## src/rtl/scan_code_filter.sv

```systemverilog
// PS/2 scan-code filter: strips E0/F0 prefixes, suppresses typematic repeat and
// host-protocol bytes, and emits each new make code as a one-cycle registered pulse.
module scan_code_filter #(
    parameter int TIMEOUT_CYCLES = 50000
) (
    input  logic       clk,
    input  logic       rst,
    input  logic [7:0] byte_in,
    input  logic       byte_valid,
    output logic [7:0] scan_code_out,
    output logic       code_valid,
    output logic       key_held
);

    localparam int CW = $clog2(TIMEOUT_CYCLES + 1);
    // Expiry is taken on the last idle cycle so the FSM is back in IDLE exactly
    // TIMEOUT_CYCLES cycles after the prefix state was entered.
    localparam logic [CW-1:0] TMO_LAST = CW'(TIMEOUT_CYCLES - 1);

    typedef enum logic [1:0] {
        IDLE,
        EXT,
        BREAK
    } state_t;

    state_t        state;
    state_t        state_next;
    logic [CW-1:0] tmo_cnt;
    logic [7:0]    held_code;

    logic       is_ignored;
    logic       is_error;
    logic       is_prefix;
    logic       timeout_hit;
    logic       emit;
    logic [7:0] emit_code;
    logic       set_held;
    logic       clr_held;

    assign is_ignored  = (byte_in == 8'hAA) || (byte_in == 8'hFA) ||
                         (byte_in == 8'hEE) || (byte_in == 8'hFE);
    assign is_error    = (byte_in == 8'h00) || (byte_in == 8'hFF);
    assign is_prefix   = (byte_in == 8'hE0) || (byte_in == 8'hF0);
    // A byte arriving on the expiry cycle takes priority over the timeout.
    assign timeout_hit = (state != IDLE) && !byte_valid && (tmo_cnt == TMO_LAST);

    // NOTE: sequential state uses non-blocking (<=) so every register samples
    // pre-edge values; blocking here would create order-dependent races.
    always_ff @(posedge clk) begin
        if (rst) begin
            state <= IDLE;
        end else begin
            state <= state_next;
        end
    end

    always_ff @(posedge clk) begin
        if (rst || byte_valid || state == IDLE || timeout_hit) begin
            tmo_cnt <= '0;
        end else begin
            tmo_cnt <= tmo_cnt + 1'b1;
        end
    end

    // NOTE: every always_comb output gets a default first so no path leaves it
    // unassigned, which would otherwise infer a latch.
    always_comb begin
        state_next = state;
        if (byte_valid) begin
            case (state)
                IDLE, EXT: begin
                    if (is_ignored) begin
                        state_next = state;
                    end else if (is_error) begin
                        state_next = IDLE;
                    end else if (byte_in == 8'hF0) begin
                        state_next = BREAK;
                    end else if (byte_in == 8'hE0) begin
                        state_next = EXT;
                    end else begin
                        state_next = IDLE;
                    end
                end
                default: state_next = IDLE;
            endcase
        end else if (timeout_hit) begin
            state_next = IDLE;
        end
    end

    always_comb begin
        emit      = 1'b0;
        emit_code = byte_in;
        set_held  = 1'b0;
        clr_held  = 1'b0;
        if (byte_valid) begin
            case (state)
                IDLE, EXT: begin
                    if (is_error) begin
                        emit      = 1'b1;
                        emit_code = 8'hFF;
                    end else if (!is_ignored && !is_prefix) begin
                        if (!(key_held && byte_in == held_code)) begin
                            emit     = 1'b1;
                            set_held = 1'b1;
                        end
                    end
                end
                default: begin
                    if (!is_prefix && !is_error && key_held && byte_in == held_code) begin
                        clr_held = 1'b1;
                    end
                end
            endcase
        end
    end

    // NOTE: held_code is reset along with key_held so a reset mid-sequence can
    // never let a stale code masquerade as a typematic repeat.
    always_ff @(posedge clk) begin
        if (rst) begin
            scan_code_out <= 8'h00;
            code_valid    <= 1'b0;
            key_held      <= 1'b0;
            held_code     <= 8'h00;
        end else begin
            code_valid <= emit;
            if (emit) begin
                scan_code_out <= emit_code;
            end
            if (set_held) begin
                held_code <= byte_in;
                key_held  <= 1'b1;
            end else if (clr_held) begin
                key_held <= 1'b0;
            end
        end
    end

endmodule

```

## config.mk

```make
export PLATFORM = sky130hd
export DESIGN_NAME = scan_code_filter
export DESIGN_NICKNAME = d
export VERILOG_FILES = /design/src/rtl/scan_code_filter.sv
export SDC_FILE = /design/constraint.sdc
export NUM_CORES = 1
export LEC_CHECK = 0
export CORE_UTILIZATION = 30
export CTS_CLUSTER_DIAMETER = 80
export DETAILED_ROUTE_END_ITERATION = 10
export GPL_ROUTABILITY_DRIVEN = 0
export PLACE_DENSITY_LB_ADDON = 0.2
export SYNTH_ARGS = -nofsm -noshare
export SYNTH_HDL_FRONTEND = slang
export SYNTH_SLANG_ARGS = --single-unit
```

## constraint.sdc

```tcl
create_clock -name clk -period 1.9 [get_ports clk]
set_input_delay 0.38 -clock clk [delete_from_list [all_inputs] [get_ports clk]]
set_output_delay 0.38 -clock clk [all_outputs]
set_load 0.02 [all_outputs]
```

==> impl_metrics.env <==
export IMPL_p_per_area_nw_per_um2=662
export IMPL_crit_path_top_delay_cell="or3_1"
export IMPL_outcome="finished, final reports clean"
export IMPL_wl_met3_um=140
export IMPL_synthMuxAreaShare_pct=4.40
export IMPL_finalInstanceArea_um2=2410
export IMPL_fin_hold_ws_ns=0.460
export IMPL_hold_buffers=0
export IMPL_clock_skew_ns=0.00826
export IMPL_area_growth_pct=32.6
export IMPL_final_period_utilization_pct=91.5
export IMPL_min_to="held_code[0]"
export IMPL_grt_max_degree=23
export IMPL_start_util_pct=32.0
export IMPL_synth_compound_area_share_pct=11.7
export IMPL_synth_top_family_by_area="simple AND/OR/NAND/NOR gates"
export IMPL_arrival_ns=1.91
export IMPL_maxCapViolCount=0
export IMPL_antenna_cells=0
export IMPL_async_flop_share_pct=0
export IMPL_grt_pass1_wl_um=7150
export IMPL_synthXorXnorAreaFrac_pct=10.6
export IMPL_tritoncts="built"
export IMPL_crit_family="compound AO/OA/AOI/OAI gates"
export IMPL_cts_buffers=5
export IMPL_postRouteAntennaNets=0
export IMPL_cp_num_buf_inv=1
export IMPL_row_count=27
export IMPL_worstSetupPathDepth=6
export IMPL_netlist_area_um2=1820
export IMPL_clk_latency_ns=0.29
export IMPL_slowest_delay_ns=0.38
export IMPL_finalPower_uw=1600
export IMPL_dpl_cell_area_um2=2300
export IMPL_yosysTopAreaCellShare_pct=39.6
export IMPL_slew_headroom_pct=74.6
export IMPL_synth_edf_count=0
export IMPL_finalHoldViolations=0
export IMPL_wl_met2_um=1830
export IMPL_die_h_um=79.8
export IMPL_synth_seq_cells=36
export IMPL_synth_area_top_cells="dfxtp_1, nor2_1, nand2b_1, xnor2_1, xor2_1"
export IMPL_antenna_found_initial=0
export IMPL_detail_route_wirelength_met1_um=2160
export IMPL_post_synth_top_count_cell="dfxtp_1"
export IMPL_syn_instance_count=203
export IMPL_nets=264
export IMPL_ir_drop_mv=0.366
export IMPL_cp_max_fo=5
export IMPL_final_util_pct=42.5
export IMPL_cts_max_level=2
export IMPL_portBuffers=20
export IMPL_die_area_um2=6380
export IMPL_drt_wl_total_um=4180
export IMPL_rr_worst_depth=6
export IMPL_hold_start="byte_in[0]"
export IMPL_synth_ff_type="dfxtp_1"
export IMPL_fmax_ghz=0.575
export IMPL_rr_startpoint="tmo_cnt[10]"
export IMPL_yosysTopAreaCell="dfxtp_1"
export IMPL_drive_above_1_share_pct=20.6
export IMPL_avgRoutedWirePerCell_um=12.9
export IMPL_yosysWarningCount=0
export IMPL_leakage_uw=0.000896
export IMPL_grt_overflow=0
export IMPL_synthesis_nets=215
export IMPL_postSynthAreaPerCell_um2=8.96
export IMPL_grt_total_usage_pct=14.5
export IMPL_clkTransAtPathRegs_ns=0.08
export IMPL_vias=1583
export IMPL_synth_adder_area_share_pct=0.688
export IMPL_seq_area_frac_synth_pct=39.6
export IMPL_maxUsedRoutingLayer="met4"
export IMPL_synthSimpleGateAreaFrac_pct=30.6
export IMPL_firstDrtPassIters=4
export IMPL_die_x_um=79.8
export IMPL_clockRootBuffer="clkbuf_8"
export IMPL_synth_distinct_cells=38
export IMPL_fin_ws_ns=0.161
export IMPL_clk_path_buf_depth=2
export IMPL_path_class="in -> reg"
export IMPL_cp_start_kind="input port"
export IMPL_drc=0
export IMPL_cp_required_ns=2.07
export IMPL_regToRegSetupSlack_ns=0.24
export IMPL_drtIter0Drc=77
export IMPL_min_path_cells=3
export IMPL_finalSetupViolCount=0
export IMPL_worst_slew_pin_slew_ns=0.378
export IMPL_timing_rr_end="tmo_cnt[4]"
export IMPL_fillers=582
export IMPL_dp_hpwl_um=3100
export IMPL_period_needed_ns=1.74
export IMPL_slew_viol_final=0
export IMPL_viasPerCell=4.87
export IMPL_clock_sinks=36
export IMPL_grt_pass1_vias=1488
export IMPL_io_pins=21
export IMPL_worstPathCellList="dlygate4sd2_1 -> or3_1 -> a211o_1 -> and2_4 -> a311oi_1 -> a211oi_1"
export IMPL_pre_cts_slack_ns=-0.404
export IMPL_hold_path_class="in -> reg"
export IMPL_end_kind="flop"
export IMPL_rsz0062_at_grt="no"
export IMPL_coreArea_um2=5680
export IMPL_synthTopCellsByCount="dfxtp_1, nor2_1, nand2b_1, xnor2_1, nand2_1"
tightest hold or removal path, stage by stage:
cell            delay [ns]
dlymetal6s2s_1        0.17
nand2b_1              0.09
mux2i_1               0.06
metrics by stage:
step                TNS [ns]  cells
detailed placement     -7.40    316
floorplan                  0    203
global route               0    325
CTS                        0    325
finish                     0    325
global placement       -7.66    316
power by group:
group | internal (uW) | switching [uW] | leakage, uW
registers | 781 | 18.0 | 0.000294
clock network | 260 | 300 | 0.0000404
logic | 122 | 115 | 0.000561
total | 1160 | 432 | 0.000896
cells by family after synthesis:
group,Yosys count
compound gates,25
xor+xnor,22
simple gates,102
flops,36
fa+ha+maj,1
mux,8
buf+inv,9
cells in the final DEF (no fill, tap or decap), drive strengths merged, types with 2 or more instances in the layout:
master         instances
clkbuf                 5
buf                   30
clkdlybuf4s50         12
a211oi                 5
xnor2                 12
a21oi                  3
clkinvlp               2
nand4                  5
nand2                 13
nor4                   7
mux2i                  8
dlygate4sd2            7
nor3                   5
dfxtp                 36
and3                   4
nand2b                17
a2111oi                4
nand3                  6
a311oi                 4
nor2                  35
xor2                  10
o21ai                  5
or3                    4
final cells by class:
type / count / area, um2 / area share [%]
Multi-Input combinational cell: 158 / 1070 / 44.5
Sequential cell: 36 / 721 / 29.9
Timing Repair Buffer: 50 / 432 / 17.9
Tap cell: 72 / 90.1 / 3.74
Clock buffer: 5 / 68.8 / 2.85
Clock inverter: 3 / 23.8 / 0.986
Inverter: 1 / 3.75 / 0.156
how the worst max path moves through the flow:
| stage | from | end | slack (ns) |
|---|---|---|---|
| after floorplan | byte_in[4] | scan_code_out[4] | 0.10 |
| after global placement | byte_in[7] | held_code[5] | -0.43 |
| after detailed placement | byte_in[2] | scan_code_out[6] | -0.40 |
| after CTS | byte_in[0] | scan_code_out[3] | 0.003 |
| after global routing | byte_in[5] | scan_code_out[1] | 0.008 |
| final | byte_in[2] | scan_code_out[6] | 0.16 |
state kept, by name (all words and copies together), names as in the netlist:
name	cells
state	2
key_held	1
code_valid	1
tmo_cnt	16
scan_code_out	8
held_code	8
per-layer routing:
metal	vias to the layer above	track usage, %
li1	812	-
met1	737	19.7
met2	30	22.4
met3	4	3.09
met4	0	5.71
met5	-	0
what timing repair did:
action,in CTS,in global routing
gates resized for setup,10,1
buffers inserted,1,0
endpoints found under the setup margin,19,17
hold endpoints to repair,0,0
pin swaps,1,0
No activity file was read; power rests on OpenSTA's default activity.
